$ cat src/rtl/elevator_pkg.sv
// Shared types and helpers for the lift call scheduler.
// Floor codes, travel direction, controller states and SCAN helpers.
package elevator_pkg;

  localparam logic [2:0] FLOOR_A = 3'd0;
  localparam logic [2:0] FLOOR_B = 3'd1;
  localparam logic [2:0] FLOOR_C = 3'd2;
  localparam logic [2:0] FLOOR_D = 3'd3;
  localparam logic [2:0] FLOOR_E = 3'd4;

  localparam logic UP   = 1'b0;
  localparam logic DOWN = 1'b1;

  typedef enum logic [1:0] {
    IDLE = 2'd0,
    MOVE = 2'd1,
    DOOR = 2'd2
  } state_t;

  function automatic logic [4:0] floor_onehot(input logic [2:0] f);
    floor_onehot = 5'd0;
    for (int i = 0; i < 5; i++)
      if (f == 3'(i)) floor_onehot[i] = 1'b1;
  endfunction

  function automatic logic calls_above(input logic [4:0] p,
                                       input logic [2:0] f);
    calls_above = 1'b0;
    for (int i = 0; i < 5; i++)
      if (3'(i) > f && p[i]) calls_above = 1'b1;
  endfunction

  function automatic logic calls_below(input logic [4:0] p,
                                       input logic [2:0] f);
    calls_below = 1'b0;
    for (int i = 0; i < 5; i++)
      if (3'(i) < f && p[i]) calls_below = 1'b1;
  endfunction

endpackage

$ cat src/rtl/elevator_call_scheduler_timer.sv
// Shared travel/dwell counter for the lift scheduler.
// Clear wins over enable; the terminal compare lives in the parent.
module elevator_timer #(
  parameter int WIDTH = 3
) (
  input  logic             clk,
  input  logic             rst,
  input  logic             clear,
  input  logic             enable,
  output logic [WIDTH-1:0] count
);

  always_ff @(posedge clk) begin
    if (rst)         count <= '0;
    else if (clear)  count <= '0;
    else if (enable) count <= count + WIDTH'(1);
  end

endmodule

$ cat src/rtl/elevator_call_scheduler.sv
// SCAN call scheduler for a 5-floor lift car.
// Owns floor/dir, latches calls, times travel and door dwell.
module elevator_call_scheduler
  import elevator_pkg::*;
#(
  parameter int TRAVEL_CYCLES = 8,
  parameter int DOOR_CYCLES   = 4,
  parameter int NFLOORS       = 5
) (
  input  logic       clk,
  input  logic       rst,
  input  logic       ra,
  input  logic       rb,
  input  logic       rc,
  input  logic       rd,
  input  logic       re,
  output logic [2:0] floor,
  output logic       dir,
  output logic       moving,
  output logic       door_open,
  output logic [4:0] pending,
  output logic       served
);

  localparam int MAXC = (TRAVEL_CYCLES > DOOR_CYCLES) ?
                        TRAVEL_CYCLES : DOOR_CYCLES;
  localparam int TW = (MAXC > 1) ? $clog2(MAXC) : 1;
  localparam logic [2:0] FLOOR_MAX = 3'(NFLOORS - 1);

  state_t state, state_n;
  logic [2:0] floor_n;
  logic dir_n, served_n;
  logic [4:0] pending_n, clr, here, req;
  logic [TW-1:0] tcount;
  logic tclr, ten, move_done, door_done, rereq;

  assign req       = {re, rd, rc, rb, ra};
  assign moving    = (state == MOVE);
  assign door_open = (state == DOOR);

  elevator_timer #(.WIDTH(TW)) u_timer (
    .clk    (clk),
    .rst    (rst),
    .clear  (tclr),
    .enable (ten),
    .count  (tcount)
  );

  always_comb begin
    state_n   = state;
    floor_n   = floor;
    dir_n     = dir;
    served_n  = 1'b0;
    clr       = 5'd0;
    tclr      = 1'b1;
    ten       = 1'b0;
    here      = floor_onehot(floor);
    move_done = (tcount == TW'(TRAVEL_CYCLES - 1));
    door_done = (tcount == TW'(DOOR_CYCLES - 1));
    rereq     = (state == DOOR) && |(req & here);
    if (floor > FLOOR_MAX) begin
      floor_n = FLOOR_A;
      state_n = IDLE;
    end else begin
      unique case (state)
        IDLE: begin
          if (|(pending & here)) begin
            state_n  = DOOR;
            clr      = here;
            served_n = 1'b1;
          end else if (dir == UP) begin
            if (calls_above(pending, floor)) begin
              state_n = MOVE;
            end else if (calls_below(pending, floor)) begin
              dir_n   = DOWN;
              state_n = MOVE;
            end
          end else begin
            if (calls_below(pending, floor)) begin
              state_n = MOVE;
            end else if (calls_above(pending, floor)) begin
              dir_n   = UP;
              state_n = MOVE;
            end
          end
        end
        MOVE: begin
          ten  = 1'b1;
          tclr = move_done;
          if (move_done) begin
            floor_n = (dir == UP) ? floor + 3'd1 : floor - 3'd1;
            state_n = IDLE;
          end
        end
        DOOR: begin
          ten  = 1'b1;
          tclr = door_done | rereq;
          if (door_done && !rereq) state_n = IDLE;
        end
        default: state_n = IDLE;
      endcase
    end
    // a held door swallows presses for its own floor
    pending_n = (pending | (req & ~((state == DOOR) ? here : 5'd0)))
                & ~clr;
  end

  always_ff @(posedge clk) begin
    if (rst) begin
      state   <= IDLE;
      floor   <= FLOOR_A;
      dir     <= UP;
      pending <= 5'd0;
      served  <= 1'b0;
    end else begin
      state   <= state_n;
      floor   <= floor_n;
      dir     <= dir_n;
      pending <= pending_n;
      served  <= served_n;
    end
  end

endmodule

$ cat config.mk
export PLATFORM = sky130hd
export DESIGN_NAME = elevator_call_scheduler
export DESIGN_NICKNAME = d
export VERILOG_FILES = /design/src/rtl/elevator_pkg.sv /design/src/rtl/elevator_call_scheduler_timer.sv /design/src/rtl/elevator_call_scheduler.sv
export SDC_FILE = /design/constraint.sdc
export NUM_CORES = 1
export LEC_CHECK = 0
export ABC_AREA = 1
export CAP_MARGIN = 0
export CORE_ASPECT_RATIO = 0.7
export CORE_MARGIN = 2
export CORE_UTILIZATION = 44
export CTS_CLUSTER_DIAMETER = 150
export DETAILED_ROUTE_END_ITERATION = 16
export GPL_TIMING_DRIVEN = 0
export PLACE_DENSITY = 0.68
export SLEW_MARGIN = 25
export SYNTH_ARGS = -nofsm -noshare
export SYNTH_HDL_FRONTEND = slang
export SYNTH_SLANG_ARGS = --single-unit
$ cat constraint.sdc
create_clock -name clk -period 1.9 [get_ports clk]
set_input_delay 0.475 -clock clk [delete_from_list [all_inputs] [get_ports clk]]
set_output_delay 0.475 -clock clk [all_outputs]
set_load 0.05 [all_outputs]
# [Yosys cells after proc, flatten, opt, wreduce, memory -nomap -nowiden]
# Index checks and enable logic that the tools add are counted.
[word_totals] output_inout_bits=12 regBits=15 in_bits=7 wordCells=124
[classes] reduce_logical=24 bitwise_logic=11 addsub=3 n_eq_ne=12 n_lt_le_gt_ge=11 mux=57
[ops] op="two-way mux 1 bit" n=42
[ops] op="bitwise AND 5 bit" n=4
[ops] op="two-way mux 5 bit" n=4
[ops] op="two-way mux 2 bit" n=8
[ops] op="logical AND 1 bit" n=12
[ops] op="!= test 5 bit (second input constant)" n=2
[ops] op="inverter 5 bit" n=2
[ops] op="OR reduction 5 bit" n=2
[ops] op="== test 3 x 2 -> 1 bit (second input constant)" n=3
[ops] op="adder 3 x 1 -> 3 bit (second input constant)" n=2
[ops] op="== test 3 bit (second input constant)" n=2
[ops] op="greater-than comparator 1 x 3 -> 1 bit (first input constant)" n=2
[ops] op="greater-than comparator 2 x 3 -> 1 bit (first input constant)" n=2
[ops] op="less-than comparator 1 x 3 -> 1 bit (first input constant)" n=2
[ops] op="less-than comparator 2 x 3 -> 1 bit (first input constant)" n=2
[ops] op="case mux 2 bit (3 select lines)" n=1
[ops] op="OR reduction 2 bit" n=3
[ops] op="OR 5 bit" n=1
[ops] op="!= test 2 x 1 -> 1 bit (second input constant)" n=2
[ops] op="AND reduction 4 bit" n=1
[ops] op="== test 3 x 1 -> 1 bit (second input constant)" n=1
[ops] op="greater-than comparator 3 bit (first input constant)" n=1
[ops] op="greater-than comparator 3 bit (second input constant)" n=1
[ops] op="logical NOT 3 bit" n=1
[ops] op="other kinds (13)" n=15

# [Depth between registers and ports, before layout]
# Gate-level depths: netlist of run 1.
[depth] word_depth=21 depth_mapped=12 ltp_nobuf=12

# [By module]
# Synthesis of run 1 repeated with hierarchy kept, for this count alone.
[unflattened] cells_unflattened=165 hier_area_um2=1091.0
[by_module_without_submodules] module="elevator_call_scheduler" area_each_um2=952.2 instances=1 cells_each=146
[by_module_without_submodules] module="elevator_timer" area_each_um2=138.9 instances=1 cells_each=19

# [Worst setup path after synthesis of run 1]
# Ideal clock, no wire load.
[synth_timing] path_kind="register to register" startpoint="register floor[1]" endpoint="register state[1]" path_slack_ps=-142 stages_incl_launch_ff=11 synth_period_minus_slack_ps=2042 arrival_time_ps=1927 required_time_ps=1785 path_cell_list="dfxtp_1 inv_1 ha_1 nand3_1 nand2_1 nor2_2 nand3_2 nor2_2 nand2_1 a21oi_1 nor2_1"
[synth_between] elab_chain_cells=15 elab_cells_between_ends=76
[synth_rtl] element="start, declared" line_no="elevator_call_scheduler.sv:17" rtl="output logic [2:0] floor,"
[synth_rtl] element="start signal, assigned" line_no="elevator_call_scheduler.sv:117" rtl="floor <= floor_n;"
[synth_rtl] element="greater-than comparator 1 x 3 -> 1 bit / less-than comparator 1 x 3 -> 1 bit (equally long branches)" line_no="elevator_pkg.sv:30, elevator_pkg.sv:37"
[synth_rtl] element="logical AND 1 bit (on tied branches)" line_no="elevator_pkg.sv:30, elevator_pkg.sv:37"
[synth_rtl] element="two-way mux 1 bit (on tied branches) (5 in series)" line_no="elevator_pkg.sv:30, elevator_pkg.sv:37"
[synth_rtl] element="two-way mux 1 bit" line_no="elevator_call_scheduler.sv:71" rtl="end else if (dir == UP) begin"
[synth_rtl] element="two-way mux 1 bit" line_no="elevator_call_scheduler.sv:67" rtl="if (|(pending & here)) begin"
[synth_rtl] element="two-way mux 1 bit" line_no="elevator_call_scheduler.sv:65" rtl="unique case (state)"
[synth_rtl] element="two-way mux 1 bit" line_no="elevator_call_scheduler.sv:61" rtl="if (floor > FLOOR_MAX) begin"
[synth_rtl] element="two-way mux 2 bit (on tied branches)" line_no="elevator_call_scheduler.sv:72, elevator_call_scheduler.sv:79"
[synth_rtl] element="two-way mux 2 bit" line_no="elevator_call_scheduler.sv:71"
[synth_rtl] element="two-way mux 2 bit" line_no="elevator_call_scheduler.sv:67"
[synth_rtl] element="case mux 2 bit (3 select lines)" line_no="elevator_call_scheduler.sv:65"
[synth_rtl] element="end signal, assigned" line_no="elevator_call_scheduler.sv:116" rtl="state <= state_n;"
[synth_rtl] element="end, declared" line_no="elevator_call_scheduler.sv:30" rtl="state_t state, state_n;"
# Several ways; a longest one is shown, not always the timed one. The select of a mux whose other input is x is not followed.
# A chain may end at the register's enable or synchronous reset.

# [Worst setup path in the final report of run 1]
[layout_timing] startpoint="register state[0]" endpoint="output door_open"
[layout_between] elab_chain_cells=1
[layout_rtl] element="== test 2 bit" line_no="elevator_call_scheduler.sv:39" rtl="assign door_open = (state == DOOR);"
[layout_rtl] element="end, declared" line_no="elevator_call_scheduler.sv:20" rtl="output logic door_open,"
# No other way between the ends.

==> flow_summary.yaml, run 1 <==
layout:
  area_growth_pct: 23.2
  nets: 199
  antennaDiodeCount: 0
  utilization_pct: 58.6
  fillers: 242
  layout-drive-gt1-share_pct: 13.3
  final_cell_mix: "nand2_1, inv_1, nor2_1"
  layout.cells.most_common: "nand2_1"
route:
  wire_per_inst_um: 11.7
  num_vias: 1099
  postRouteAntennaNets: 0
  first_pass_iters: 4
  vias_per_cell: 5.18
  drtIter0Drc: 79
  wl_mm: 2.49
  drc: 0
global_routing:
  busiest_layer: "met2"
  track_usage_pct: 20.0
  met2_usage_pct: 30.0
  grt_pass1_vias: 966
  use_met1_pct: 28.6
  grt-ovfl-total: 0
  gr-usage-met3_pct: 5.49
  grt_pass1_wl_mm: 4.36
  antenna_found_initial: 0
  grt_max_degree: 11
worst_setup_path:
  crit_type: "reg -> out"
  path_cells: "inv_1, ha_2, buf_2"
  path_max_fanout: 8
  cp_slowest_cell: "dfxtp_1"
  critPathRequiredTime_ps: 1420
  cp-end-kind: "primary output"
  slowest_delay_ps: 340
  cp-start-kind: "flop"
  r2r_setup_slack_ps: 220
  cp.arrival_ps: 1320
clock_network:
  cts_tree: "done"
  clockBufferDepth: 2
  h-tree-depth: 1
  cts-root-buf: "clkbuf_4"
  insertion_delay_ps: 290
  cts_setup_buffers: 0
  clock-sinks: 15
  hold_buffers: 0
  numCtsBuffers: 3
  clk_pin_slew_ps: 100
job:
  maxCapViolations: 0
timing:
  drv_slew: 0
  hold_viol_final: 0
  worst_slew_pin_slew_ps: 502
  fin_crit_ps: 1800
  rsz0062_at_grt: "false"
  slew_headroom_pct: 66.5
  fmaxAchievable_mhz: 556
  setup_viol: 0
  fin_skew_ps: 9.24
  period_share_pct: 94.7
  finalSetupTns_ps: 0
synth:
  synth.area.top_cells: "dfxtp_1, nand2_1, ha_1, a21oi_1, inv_1"
  ys.warnings.count: 0
  syn_area_um2: 1050
  netlist.area_leader.share_pct: 28.6
  syn-num-nets: 176
  synth_largest_area_cell: "dfxtp_1"
  ys_types: 22
  syn_avg_cell_area_um2: 6.64
  syn-instance-count: 158
  ys_seq_elements: 15
  ys_seq_area_share_pct: 28.6
power_and_ir_drop:
  p_leak_nw: 0.659
  powerDensity_nw_per_um2: 924
  vdd_ir_drop_max_v: 0.000539
placement:
  io_buffers: 18
  dp_hpwl_mm: 1.88
  gp_congestion: 0.881
run_status:
  status: "finished, final reports clean"
floorplan:
  pin_count: 19
  dieArea_um2: 2800
  start_util_pct: 47.6
  coreArea_um2: 2210
  rows: 14
  die_h_um: 44.9
  fp.dieW_um: 62.4
hold_path:
  hp-class: "reg -> reg"
-- final cells by class --
cell class	instances	area, um2	area share, %
Multi-Input combinational cell	122	664	51.4
Sequential cell	15	305	23.6
Timing Repair Buffer	18	168	13.0
Inverter	19	71.3	5.51
Tap cell	32	40.0	3.09
Clock buffer	4	26.3	2.03
Buffer	2	18.8	1.45
-- cells in the mapped netlist --
cell       n
or2_2      2
nor2_2     3
o21bai_1   2
nand2_1   41
inv_1     17
a21oi_1   15
nand3_2    3
o21ai_0    8
buf_6      1
inv_2      2
o21ai_1    1
xnor2_1    1
a31oi_1    1
nand2_2    2
a21oi_2    1
nor2_1    17
dfxtp_1   15
nand4_1    1
ha_1      11
nor3_1     1
nand3_1   12
buf_4      1
-- stage by stage --
| step | power [mW] | hold slack, ps | area, um2 | cells | worst slack, ps |
|---|---|---|---|---|---|
| after floorplan | 0.862 | 444 | 1050 | 158 | 120 |
| after global placement | 1.01 | 455 | 1270 | 208 | -194 |
| after CTS | 1.21 | 489 | 1290 | 212 | 2.66 |
| after detailed placement | 1.02 | 475 | 1270 | 208 | -212 |
| after global routing | 1.29 | 499 | 1290 | 212 | 35.1 |
| final | 1.20 | 486 | 1290 | 212 | 100 |
-- path summary, 6_finish.rpt --
path / start / end / depth (start not counted)
setup / recovery: state[0] / door_open / 3
hold reg to reg: u_timer.count[1] / u_timer.count[1] / 2
hold / removal: u_timer.count[1] / u_timer.count[1] / 2
setup reg to reg: floor[0] / state[1] / 10
-- flip-flops by register name (all words and copies together) (netlist names) --
signal,flops
dir,1
floor,3
pending,5
served,1
state,2
u_timer.count,3
-- kinds of logic (layout without fill, tap and decap cells) --
logic type	after synthesis	count (layout)	share of synthesized area (%)
fa+ha+maj	11	11	13.1
simple gates	82	82	34.6
buf+inv	21	43	8.58
xor+xnor	1	1	0.834
compound gates	28	28	14.3
flops	15	15	28.6
-- routing by layer --
metal / vias to the layer above / routed length (um)
met1: 510 / 1290
met5: - / 0
met2: 34 / 995
li1: 551 / -
met4: 0 / 31
met3: 4 / 164
-- power by group --
group / internal (mW) / switching [mW]
clock: 0.0817 / 0.114
sequential: 0.357 / 0.0357
combinational: 0.205 / 0.403
total: 0.644 / 0.552
-- critical path, delay by kind of cell, from the launching register on --
family     cells  cell delay, ps
fa+ha+maj      1             290
buf+inv        2             390
flops          1             340
-- what timing repair did --
action / 4_1_cts / 5_1_grt
endpoints found under the hold margin: 0 / 0
resized for setup: 18 / 3
endpoints found under the setup margin: 11 / 6
No activity file was read; power rests on OpenSTA's default activity.
==> run 2, diff against run 1 <==
--- a/config.mk
+++ b/config.mk
@@ -6,14 +6,13 @@
 export NUM_CORES = 1
 export LEC_CHECK = 0
 export ABC_AREA = 1
-export CAP_MARGIN = 0
 export CORE_ASPECT_RATIO = 0.7
 export CORE_MARGIN = 2
-export CORE_UTILIZATION = 44
+export CORE_UTILIZATION = 51
 export CTS_CLUSTER_DIAMETER = 150
 export DETAILED_ROUTE_END_ITERATION = 16
 export GPL_TIMING_DRIVEN = 0
-export PLACE_DENSITY = 0.68
+export PLACE_DENSITY = 0.77
 export SLEW_MARGIN = 25
 export SYNTH_ARGS = -nofsm -noshare
 export SYNTH_HDL_FRONTEND = slang
==> run 2 against run 1 <==
  * Highest routed layer unchanged
  * Fmax increased by 0.93%
  * Sequential share of layout area increased by 0.33 points
  * Total power increased by 0.34%
  * Via count increased by 0.27%
==> flow_summary.yaml, run 2 (synthesis gave the netlist of run 1 again) <==
global_routing:
  gr-usage-met3_pct: 7.79
  grt-ovfl-total: 0
  antenna_found_initial: 0
  grt_pass1_wl_mm: 4.29
  use_met1_pct: 32.1
  busiest_layer: "met2"
  grt_pass1_vias: 969
  met2_usage_pct: 34.8
  track_usage_pct: 23.6
  grt_max_degree: 11
worst_setup_path:
  critPathRequiredTime_ps: 1420
  path_max_fanout: 8
  cp-start-kind: "flop"
  cp-end-kind: "primary output"
  crit_type: "reg -> out"
  cp.arrival_ps: 1310
route:
  drc: 0
  postRouteAntennaNets: 0
  drtIter0Drc: 55
  wire_per_inst_um: 13.0
  wl_mm: 2.63
  first_pass_iters: 4
  num_vias: 1102
  vias_per_cell: 5.46
timing:
  fin_crit_ps: 1780
  rsz0062_at_grt: "false"
  hold_viol_final: 0
  setup_viol: 0
  fmaxAchievable_mhz: 561
  fin_skew_ps: 5.62
  drv_slew: 0
  slew_headroom_pct: 66.4
  period_share_pct: 93.9
  worst_slew_pin_slew_ps: 503
floorplan:
  start_util_pct: 55.2
  pin_count: 19
  dieArea_um2: 2440
  fp.dieW_um: 58.2
  rows: 13
  die_h_um: 42.0
  coreArea_um2: 1900
layout:
  area_growth_pct: 22.5
  nets: 199
  layout-drive-gt1-share_pct: 13.9
  antennaDiodeCount: 0
  final_cell_mix: "nand2_1, inv_1, nor2_1"
  multi_input_area_um2: 667
  seq_area_um2: 308
  top_register: "pending"
  largest_register_ffs: 5
  top_regs: "pending (5), floor (3), u_timer.count (3)"
  layout.cells.most_common: "nand2_1"
  final_cell_area_um2: 1290
  fillers: 180
power_and_ir_drop:
  vdd_ir_drop_max_v: 0.000558
  p_leak_nw: 0.659
  p_total_mw: 1.20
  powerDensity_nw_per_um2: 933
clock_network:
  clock-sinks: 15
  h-tree-depth: 1
  clk_pin_slew_ps: 100
  clockBufferDepth: 2
  hold_buffers: 0
  cts_setup_buffers: 0
  cts_tree: "done"
  numCtsBuffers: 3
  insertion_delay_ps: 300
  cts-root-buf: "clkbuf_4"
placement:
  dp_hpwl_mm: 2.00
  io_buffers: 18
  place_area_um2: 1260
  gp_congestion: 0.883
hold_path:
  hp-class: "reg -> reg"
run_status:
  status: "finished, final reports clean"
job:
  maxCapViolations: 0
[run 2: cell counts in the layout (fill, tap and decap cells not counted)]
Identical to the previous run, type by type.
[run 2: worst paths after layout]
path                    startpoint          endpoint  slack (ps)  cells past startpoint
setup / recovery          state[0]         door_open         120                      3
hold / removal    u_timer.count[1]  u_timer.count[1]         480                      2
setup reg to reg          floor[1]        pending[3]         170                      9
hold reg to reg   u_timer.count[1]  u_timer.count[1]         480                      2
[run 2: repair_timing]
action	4_1_cts	5_1_grt
gates resized for setup	17	6
pin swaps	0	0
gates cloned	0	0
setup endpoints to repair	11	12
[run 2: metrics by stage]
| stage | worst slack [ps] | util [%] | instances | hold slack [ps] | setup TNS, ps |
|---|---|---|---|---|---|
| floorplan | 120 | - | 158 | 444 | 0 |
| global placement | -186 | 66.2 | 198 | 455 | -186 |
| detailed placement | -189 | 66.2 | 198 | 471 | -189 |
| CTS | 2.41 | 66.8 | 202 | 485 | 0 |
| global route | 17.1 | 67.6 | 202 | 505 | 0 |
| finish | 117 | 67.6 | 202 | 483 | 0 |
[run 2: area by class of cell]
| class | instances | area share, % |
|---|---|---|
| buffer | 2 | 1.46 |
| inverter | 19 | 5.54 |
| timing repair buffer | 18 | 13.0 |
| clock buffer | 4 | 2.04 |
| tap | 22 | 2.14 |
| multi-input combinational | 122 | 51.8 |
| sequential | 15 | 23.9 |
[run 2: per-layer routing]
| layer | vias to the layer above | routed length [um] |
|---|---|---|
| li1 | 549 | - |
| met1 | 495 | 1200 |
| met4 | 0 | 21 |
| met2 | 53 | 1130 |
| met3 | 5 | 275 |
| met5 | - | 0 |
[run 2: critical path, cell delays in order (launching register included)]
cell and delay (ps):
dfxtp_1 340, inv_1 80, ha_2 290, buf_2 300
[run 2: report_power, final]
part           total, mW  switching [mW]  internal, mW
logic              0.613           0.407         0.206
clock network      0.197           0.115        0.0818
registers          0.390          0.0343         0.356
total               1.20           0.556         0.644
